==> config.mk <==
export PLATFORM = sky130hd
export DESIGN_NAME = alu
export DESIGN_NICKNAME = d
export VERILOG_FILES = /design/src/rtl/alu_pkg.sv /design/src/rtl/alu_muldiv.sv /design/src/rtl/alu.sv
export SDC_FILE = /design/constraint.sdc
export NUM_CORES = 1
export LEC_CHECK = 0
export ABC_AREA = 1
export BUFFER_PORTS_ARGS = -buffer_cell sky130_fd_sc_hd__buf_2
export CAP_MARGIN = 20
export CORE_UTILIZATION = 65
export CTS_BUF_LIST = sky130_fd_sc_hd__clkbuf_4 sky130_fd_sc_hd__clkbuf_8 sky130_fd_sc_hd__clkbuf_16
export CTS_CLUSTER_DIAMETER = 30
export DETAILED_ROUTE_END_ITERATION = 10
export PLACE_DENSITY = 0.83
export SLEW_MARGIN = 20
export SYNTH_ARGS = -nofsm -noshare
export SYNTH_HDL_FRONTEND = slang
export SYNTH_SLANG_ARGS = --single-unit
==> constraint.sdc <==
create_clock -name clk -period 37.4 [get_ports clk]
set_input_delay 1.87 -clock clk [delete_from_list [all_inputs] [get_ports clk]]
set_output_delay 1.87 -clock clk [all_outputs]
set_load 0.01 [all_outputs]
==> src/rtl/alu_pkg.sv <==
// ---------------------------------------------------------------------------
// alu_pkg
// Shared constants for the Folio CPU ALU: datapath width and the 4-bit
// function-code encodings decoded by the top level.
// ---------------------------------------------------------------------------
package alu_pkg;

    // Datapath width; the function-code table below assumes 16 bits.
    localparam int ALU_WIDTH = 16;

    typedef logic [3:0] func_code_t;

    localparam func_code_t FC_ADD = 4'b0000;
    localparam func_code_t FC_SUB = 4'b0001;
    localparam func_code_t FC_AND = 4'b0010;
    localparam func_code_t FC_OR  = 4'b0011;
    localparam func_code_t FC_MUL = 4'b0100;
    localparam func_code_t FC_DIV = 4'b0101;

endpackage : alu_pkg

==> src/rtl/alu_muldiv.sv <==
// ---------------------------------------------------------------------------
// alu_muldiv
// Purely combinational signed multiplier and signed divider.
//
// Ports:
//   a_i        : signed operand A (multiplicand / dividend)
//   b_i        : signed operand B (multiplier / divisor)
//   prod_lo_o  : low word of the full-width signed product
//   prod_hi_o  : high word of the full-width signed product
//   quot_o     : quotient, truncated toward zero
//   rem_o      : remainder, carrying the sign of the dividend
//   div_zero_o : divisor is zero (quotient/remainder meaningless)
//   div_ovf_o  : most-negative / -1 (quotient not representable)
// ---------------------------------------------------------------------------
module alu_muldiv
    import alu_pkg::*;
#(
    parameter int WIDTH = ALU_WIDTH
) (
    input  logic [WIDTH-1:0] a_i,
    input  logic [WIDTH-1:0] b_i,
    output logic [WIDTH-1:0] prod_lo_o,
    output logic [WIDTH-1:0] prod_hi_o,
    output logic [WIDTH-1:0] quot_o,
    output logic [WIDTH-1:0] rem_o,
    output logic             div_zero_o,
    output logic             div_ovf_o
);

    // Sign-extend both operands to double width; the low 2*WIDTH bits of the
    // product of sign-extended values are the exact signed product.
    logic signed [2*WIDTH-1:0] a_ext;
    logic signed [2*WIDTH-1:0] b_ext;
    logic signed [2*WIDTH-1:0] prod;

    assign a_ext = {{WIDTH{a_i[WIDTH-1]}}, a_i};
    assign b_ext = {{WIDTH{b_i[WIDTH-1]}}, b_i};
    assign prod  = a_ext * b_ext;

    assign prod_lo_o = prod[WIDTH-1:0];
    assign prod_hi_o = prod[2*WIDTH-1:WIDTH];

    logic [WIDTH-1:0] min_neg;
    assign min_neg = {1'b1, {(WIDTH-1){1'b0}}};

    assign div_zero_o = (b_i == '0);
    assign div_ovf_o  = (a_i == min_neg) && (b_i == '1);

    // In either corner case the divider is fed a divisor of 1 so it never
    // sees x/0 and min/-1 yields quotient = min, remainder = 0 directly.
    logic signed [WIDTH-1:0] a_s;
    logic signed [WIDTH-1:0] b_safe;
    logic signed [WIDTH-1:0] quot_s;
    logic signed [WIDTH-1:0] rem_s;

    assign a_s    = a_i;
    assign b_safe = (div_zero_o || div_ovf_o) ? {{(WIDTH-1){1'b0}}, 1'b1} : b_i;
    assign quot_s = a_s / b_safe;
    assign rem_s  = a_s % b_safe;

    assign quot_o = quot_s;
    assign rem_o  = div_ovf_o ? '0 : rem_s;

endmodule : alu_muldiv

==> src/rtl/alu.sv <==
// ---------------------------------------------------------------------------
// alu
// 16-bit signed ALU for the Folio CPU. One result per enabled cycle, with
// registered result, R15 secondary word and err/neg/zero status flags.
//
// Ports:
//   clk           : system clock, rising edge
//   rst_n         : synchronous active-low reset (priority over alu_op)
//   function_code : operation select (ADD/SUB/AND/OR/MUL/DIV, others illegal)
//   op1, op2      : signed operands
//   alu_op        : 1 = update all outputs at this edge, 0 = hold
//   out           : primary result
//   r15           : product high word (MUL) or remainder (DIV)
//   err           : overflow / divide error / illegal code
//   neg           : sign bit of registered out
//   zero          : registered out equals zero
// ---------------------------------------------------------------------------
module alu
    import alu_pkg::*;
#(
    parameter int WIDTH = ALU_WIDTH
) (
    input  logic             clk,
    input  logic             rst_n,
    input  logic [3:0]       function_code,
    input  logic [WIDTH-1:0] op1,
    input  logic [WIDTH-1:0] op2,
    input  logic             alu_op,
    output logic [WIDTH-1:0] out,
    output logic [WIDTH-1:0] r15,
    output logic             err,
    output logic             neg,
    output logic             zero
);

    logic [WIDTH-1:0] out_q, out_d;
    logic [WIDTH-1:0] r15_q, r15_d;
    logic             err_q, err_d;
    logic             neg_q;
    logic             zero_q;

    // Multiply / divide datapath
    logic [WIDTH-1:0] prod_lo;
    logic [WIDTH-1:0] prod_hi;
    logic [WIDTH-1:0] quot;
    logic [WIDTH-1:0] rem;
    logic             div_zero;
    logic             div_ovf;

    alu_muldiv #(
        .WIDTH (WIDTH)
    ) u_muldiv (
        .a_i        (op1),
        .b_i        (op2),
        .prod_lo_o  (prod_lo),
        .prod_hi_o  (prod_hi),
        .quot_o     (quot),
        .rem_o      (rem),
        .div_zero_o (div_zero),
        .div_ovf_o  (div_ovf)
    );

    // Add / subtract with signed-overflow detection from the sign bits
    logic [WIDTH-1:0] sum;
    logic [WIDTH-1:0] diff;
    logic             add_ovf;
    logic             sub_ovf;

    assign sum     = op1 + op2;
    assign diff    = op1 - op2;
    assign add_ovf = (op1[WIDTH-1] == op2[WIDTH-1]) && (sum[WIDTH-1]  != op1[WIDTH-1]);
    assign sub_ovf = (op1[WIDTH-1] != op2[WIDTH-1]) && (diff[WIDTH-1] != op1[WIDTH-1]);

    // Opcode mux: r15 only changes for MUL and a non-zero-divisor DIV.
    always_comb begin
        out_d = '0;
        r15_d = r15_q;
        err_d = 1'b0;
        case (function_code)
            FC_ADD: begin
                out_d = sum;
                err_d = add_ovf;
            end
            FC_SUB: begin
                out_d = diff;
                err_d = sub_ovf;
            end
            FC_AND: out_d = op1 & op2;
            FC_OR:  out_d = op1 | op2;
            FC_MUL: begin
                out_d = prod_lo;
                r15_d = prod_hi;
            end
            FC_DIV: begin
                if (div_zero) begin
                    err_d = 1'b1;
                end else begin
                    out_d = quot;
                    r15_d = rem;
                    err_d = div_ovf;
                end
            end
            default: err_d = 1'b1;
        endcase
    end

    always_ff @(posedge clk) begin
        if (!rst_n) begin
            out_q  <= '0;
            r15_q  <= '0;
            err_q  <= 1'b0;
            neg_q  <= 1'b0;
            zero_q <= 1'b1;
        end else if (alu_op) begin
            out_q  <= out_d;
            r15_q  <= r15_d;
            err_q  <= err_d;
            neg_q  <= out_d[WIDTH-1];
            zero_q <= (out_d == '0);
        end
    end

    assign out  = out_q;
    assign r15  = r15_q;
    assign err  = err_q;
    assign neg  = neg_q;
    assign zero = zero_q;

endmodule : alu

[Yosys cells after proc, flatten, opt, wreduce, memory -nomap -nowiden]
Cells that the tools add are included.
Storage, ports and cells
  bits in registers: 35
  output and inout port bits: 35
  word-level logic and storage cells: 42
Cells by class
  divide/modulo/power cells: 2
  bitwise gates (word level): 2
  multiplexer cells: 8
  add/subtract/negate cells: 2
  reductions and logical operators: 10
  multipliers: 1
  equal/unequal tests: 12
Operator list (count)
  16-bit one-hot mux with 6 select lines: 1
  16-bit 2-to-1 mux: 4
  16-bit equality test, second input constant: 2
  16-bit zero test: 2
  16-bit by 16-bit multiplier with 32-bit output: 1
  16-bit one-hot mux with 2 select lines: 1
  16-bit adder: 1
  16-bit AND: 1
  16-bit by 16-bit divider with 16-bit output: 1
  16-bit by 16-bit remainder unit with 16-bit output: 1
  16-bit bitwise OR: 1
  16-bit subtractor: 1
  4-bit by 2-bit equality test with 1-bit output, second input constant: 2
  4-bit by 3-bit equality test with 1-bit output, second input constant: 2
  4-bit by 1-bit equality test with 1-bit output, second input constant: 1
  4-bit zero test: 1
  1-bit one-hot mux with 4 select lines: 1
  1-bit logical AND: 3
  1-bit inequality test: 3
  3-bit AND reduction: 1
  3-bit OR reduction: 1
  2-bit inequality test, second input constant: 1
  2-bit nonzero test: 1
  1-bit equality test: 1
  2 further kinds: 2

[Logic depth before layout (Yosys ltp)]
  word-level depth: 8
  mapped depth: 258
  mapped depth without buffers: 251

[Hierarchy]
Synthesis repeated with hierarchy kept, for this count alone.
Unflattened totals
  cell total of the unflattened synthesis: 3628
  area total of the unflattened synthesis: 23801.6 um2
By module, submodules not included
  alu_muldiv: cells each 2850, area each 19386.1 um2, sequential area each 0.0 um2, times used 1
  alu: cells each 778, area each 4415.5 um2, sequential area each 680.7 um2, times used 1

[Worst setup path after synthesis]
No wires, ideal clock.
  path kind: in2reg
  start point: input op1[0]
  end point: register zero_q, in the netlist zero
  data arrival time: 30.889 ns
  path slack: 6.442 ns
  path buffers: 11
  stages: 250
  path through: clkbuf_1 > inv_1 > ha_1 > nand2_1 > nor2_1 > nand2_1 > nor2_2 > nand2_2 > nand2_2 > buf_2 > nor2_1 > ha_1 > inv_1 > nor2_2 > nand3_4 > nand2_4 > nand2_1 > nand2_1 > [214 not listed] > buf_4 > ha_1 > inv_1 > nor3_1 > inv_1 > nor3_2 > nand2_1 > o21ai_1 > a21oi_1 > o21ai_0 > nand2_1 > nor2_1 > o221ai_1 > nor4_1 > nand2_1 > nor3_1 > nand3_1 > o21ai_1
Between the ends
  word-level cells in the longest chain between the ends: 8
Ends and longest elaborated chain
  start, declared: line alu.sv:26  | input logic [WIDTH-1:0] op1,
  16-bit equality test: line alu_muldiv.sv:47  | assign div_ovf_o = (a_i == min_neg) && (b_i == '1);
  1-bit logical AND: line alu_muldiv.sv:47
  1-bit logical OR: line alu_muldiv.sv:57  | assign b_safe = (div_zero_o || div_ovf_o) ? {{(WIDTH-1){1'b0}}, 1'b1} : b_i;
  16-bit 2-to-1 mux: line alu_muldiv.sv:57
  16-bit by 16-bit divider with 16-bit output: line alu_muldiv.sv:58  | assign quot_s = a_s / b_safe;
  16-bit 2-to-1 mux: line alu.sv:95  | if (div_zero) begin
  16-bit one-hot mux with 6 select lines (*): line alu.sv:79  | case (function_code)
  16-bit zero test (*): line alu.sv:119  | zero_q <= (out_d == '0);
  end signal, assigned: line alu.sv:119
  end, declared: line alu.sv:40  | logic zero_q;
Every way passes the cells marked *; elsewhere a longest branch is shown, timed or not.
A chain may end at the register's enable or synchronous reset.

[Worst setup path after layout]
  start point: input op1[6]
  end point: register out_q[9], in the netlist out[9]
Between the ends
  word-level cells in the longest chain between the ends: 7
Ends and longest elaborated chain
  16-bit equality test: line alu_muldiv.sv:47
  1-bit logical AND: line alu_muldiv.sv:47
  1-bit logical OR: line alu_muldiv.sv:57
  16-bit 2-to-1 mux: line alu_muldiv.sv:57
  16-bit by 16-bit divider with 16-bit output: line alu_muldiv.sv:58
  16-bit 2-to-1 mux: line alu.sv:95
  16-bit one-hot mux with 6 select lines (*): line alu.sv:79
  end signal, assigned: line alu.sv:115  | out_q <= out_d;
  end, declared: line alu.sv:36  | logic [WIDTH-1:0] out_q, out_d;
Marked as above.

==> run metrics <==
NumNets Final=roughly 3900; hold path depth=2; Overflow after GRT=0; Layout area overhead=3.76%; DR vias=around 21000; Tmin final=around 34 ns; final period utilization=91.4%; sequential share of the synthesized area=under 10%; WL/cell=19.0 um; P per Cell Area=98.4 nW/um2; Synth area leaders=fa_1 (24%), ha_1 (15%), nand2_1 (13%), inv_1 (12%), a21oi_1 (4.0%); drt drc=0; #FFs+latches synth=34; maxcap violations=0; maximum root-to-sink buffer count=2; pre-CTS setup slack=approximately 1.3 ns; Worst Path Required=between 30 and 40 ns; Seq. cell area=just under 700 um2; dpl hpwl=roughly 56000 um; vias in the first global route=between 20000 and 25000; share of cells above drive strength 1=about 8.7%; Inst Count DP=around 3700; worst r2r path cells=4; Synth async-reset ratio=0%; DR pass1 iterations=6; final WL=between 70000 and 80000 um; CTS Sinks=34; final hold vios=0; core box area=approximately 33000 um2; Final Max Slew Viols=0; Die Area=~35000 um2; first-pass GRT wire length=111000 um; Worst Setup Start Kind=input port; initial cell density of the core=65.9%; Initial DRC Count=1743; crit-path most repeated cell=nand2_1; Net Sw Frac=around three fifths; CP peak stage delay=0.91 ns; final setup vio count=0; fillcell total=a little under 3000; die height=around 190 um; gp weighted congestion=between 1 and 1.5; initial antenna violation count=0; CTS tree=yes; area of the multi-input gates=between 15000 and 20000 um2; non-filler cells, final=about 3700; DIE WIDTH=approximately 190 um; Synth Cell Area=22000 um2; Synth Area per Inst=6.73 um2; HP Class=reg -> reg; Worst slew margin=20.0%; cell-internal power=0.000879 W; CTS Buf Count=5; outcome=finished, final reports clean; Reg-to-Reg End=out[11]; Via density=5.75; Worst path slowest cell=nor4_1; hold path endpoint=r15[14]; Worst-path clk slew=roughly 0.060 ns; fin worst setup slack=roughly 3.2 ns; Clock Power Share=under 10%; Synth Flop Type=dfxtp_1; Reg2Reg Setup Slack=~37 ns; Yosys top cell area share=24.1%; startpoint of the worst hold path=r15[14]; Port Buffers=73; Layout Skew=0 ns; Synth area leader=fa_1; synthesized instance count=between 3000 and 4000; GRT Total Usage=42.0%; crit path kind=in -> reg; Sequential Power Share=roughly 2.0%; EDFF count, synth=0; synth unique cells=62; Slew @ Worst Pin=around 1.2 ns; root buf cell=clkbuf_16; # H-tree levels=2; largest net degree at the start of global routing=44; syn_nets=3847; Yosys warnings=0; Commonest cells post-synth=nand2_1 (746), inv_1 (709), ha_1 (271); Peak VDD IR=about 0.11 mV; I/O Pins=74; clk_lat worst skew=approximately 0.3 ns; hold slack=~0.55 ns; fmax=29.3 MHz; Rows=67; combinational power share=95.7%; Worst Path Max Fanout=25; Pleak=~13 nW; Critical R2R Launch=out[11]; ANT nets after route=0; CTS Hold Bufs=0; crit path capture type=flop; Net Sw Power=0.00137 W; Data arrival, critical path=~34 ns; count leader, synth=nand2_1
## cell families after synthesis
group,after synthesis,share of synthesized area (%)
simple gates,1289,25.8
buf+inv,846,15.2
fa+ha+maj,536,39.5
compound gates,449,11.7
xor+xnor,118,4.69
flops,34,3.09
## cell usage in the layout (no fill, tap or decap), types with 20 or more instances in the layout
cell type	netlist	routed
nand2_1	746	744
inv_1	709	705
ha_1	271	271
fa_1	265	265
nor2_1	217	215
a21oi_1	174	172
o21ai_0	141	138
nand3_1	129	129
xor2_1	81	81
buf_2	18	72
or2_2	46	46
xnor2_1	37	37
dfxtp_1	34	34
buf_4	15	28
nand2_2	28	27
nor3_1	27	26
o21bai_1	22	22
a31oi_1	20	20
## repair_timing
| action | CTS | global route |
|---|---|---|
| endpoints found under the setup margin | 0 | 33 |
| setup buffers | 0 | 12 |
| resized for setup | 0 | 22 |
## layer usage
metal / vias up / share of wire [%] / track usage (%)
met3: 291 / 9.0 / 9.18
met2: 1044 / 47 / 69.9
met5: - / 0 / 0
met4: 0 / 6.0 / 25.4
met1: 10000 / 38 / 49.5
li1: 10100 / - / -
## power by group through the flow
stage / Sequential, W / Combinational [W] / Clock, W
floorplan: 0.0000468 / 0.00158 / 0
global placement: 0.0000457 / 0.00202 / 0
detailed placement: 0.0000458 / 0.00209 / 0
CTS: 0.0000451 / 0.00211 / 0.0000510
global route: 0.0000456 / 0.00244 / 0.0000518
finish: 0.0000454 / 0.00215 / 0.0000503
## final cells by class
cell class	instances	share of cell area, %
multi-input combinational	2392	78.9
inverter	741	12.3
sequential	34	2.98
timing repair buffer	102	2.58
tap	448	2.45
clock buffer	5	0.547
clock inverter	3	0.175
antenna	1	0.0109
## flip-flops by register name, summed over array words and instances (netlist names)
signal,cells
err,1
r15,16
out,16
zero,1
## worst max-delay path by stage
stage / startpoint / endpoint / slack [ns] / cells after the start
3_5_place_dp: op1[1] / zero / 1.31 / 237
6_report: op1[6] / out[9] / 3.21 / 231
2_1_floorplan: op1[0] / zero / 6.44 / 250
5_1_grt: op1[1] / zero / -0.06 / 242
3_3_place_gp: op1[1] / zero / 2.35 / 240
4_1_cts: op1[1] / zero / 1.53 / 235
## critical path: cells and delay by family
kind,cells,cell delay (ns)
AND/OR/NAND/NOR,117,14.17
adder cells (fa/ha/maj),16,4.63
buffers and inverters,36,3.36
AO/OA/AOI/OAI,62,10.26
## metrics by stage
step	instance area, um2	utilization, %	setup TNS (ns)	total power (W)
2_1_floorplan	22000	-	0	0.00163
3_3_place_gp	22500	67.4	0	0.00207
3_5_place_dp	22500	67.4	0	0.00214
4_1_cts	22700	67.9	0	0.00221
5_1_grt	22900	68.4	-0.0588	0.00254
6_report	22900	68.4	0	0.00225
(Power assumes the default switching activity.)
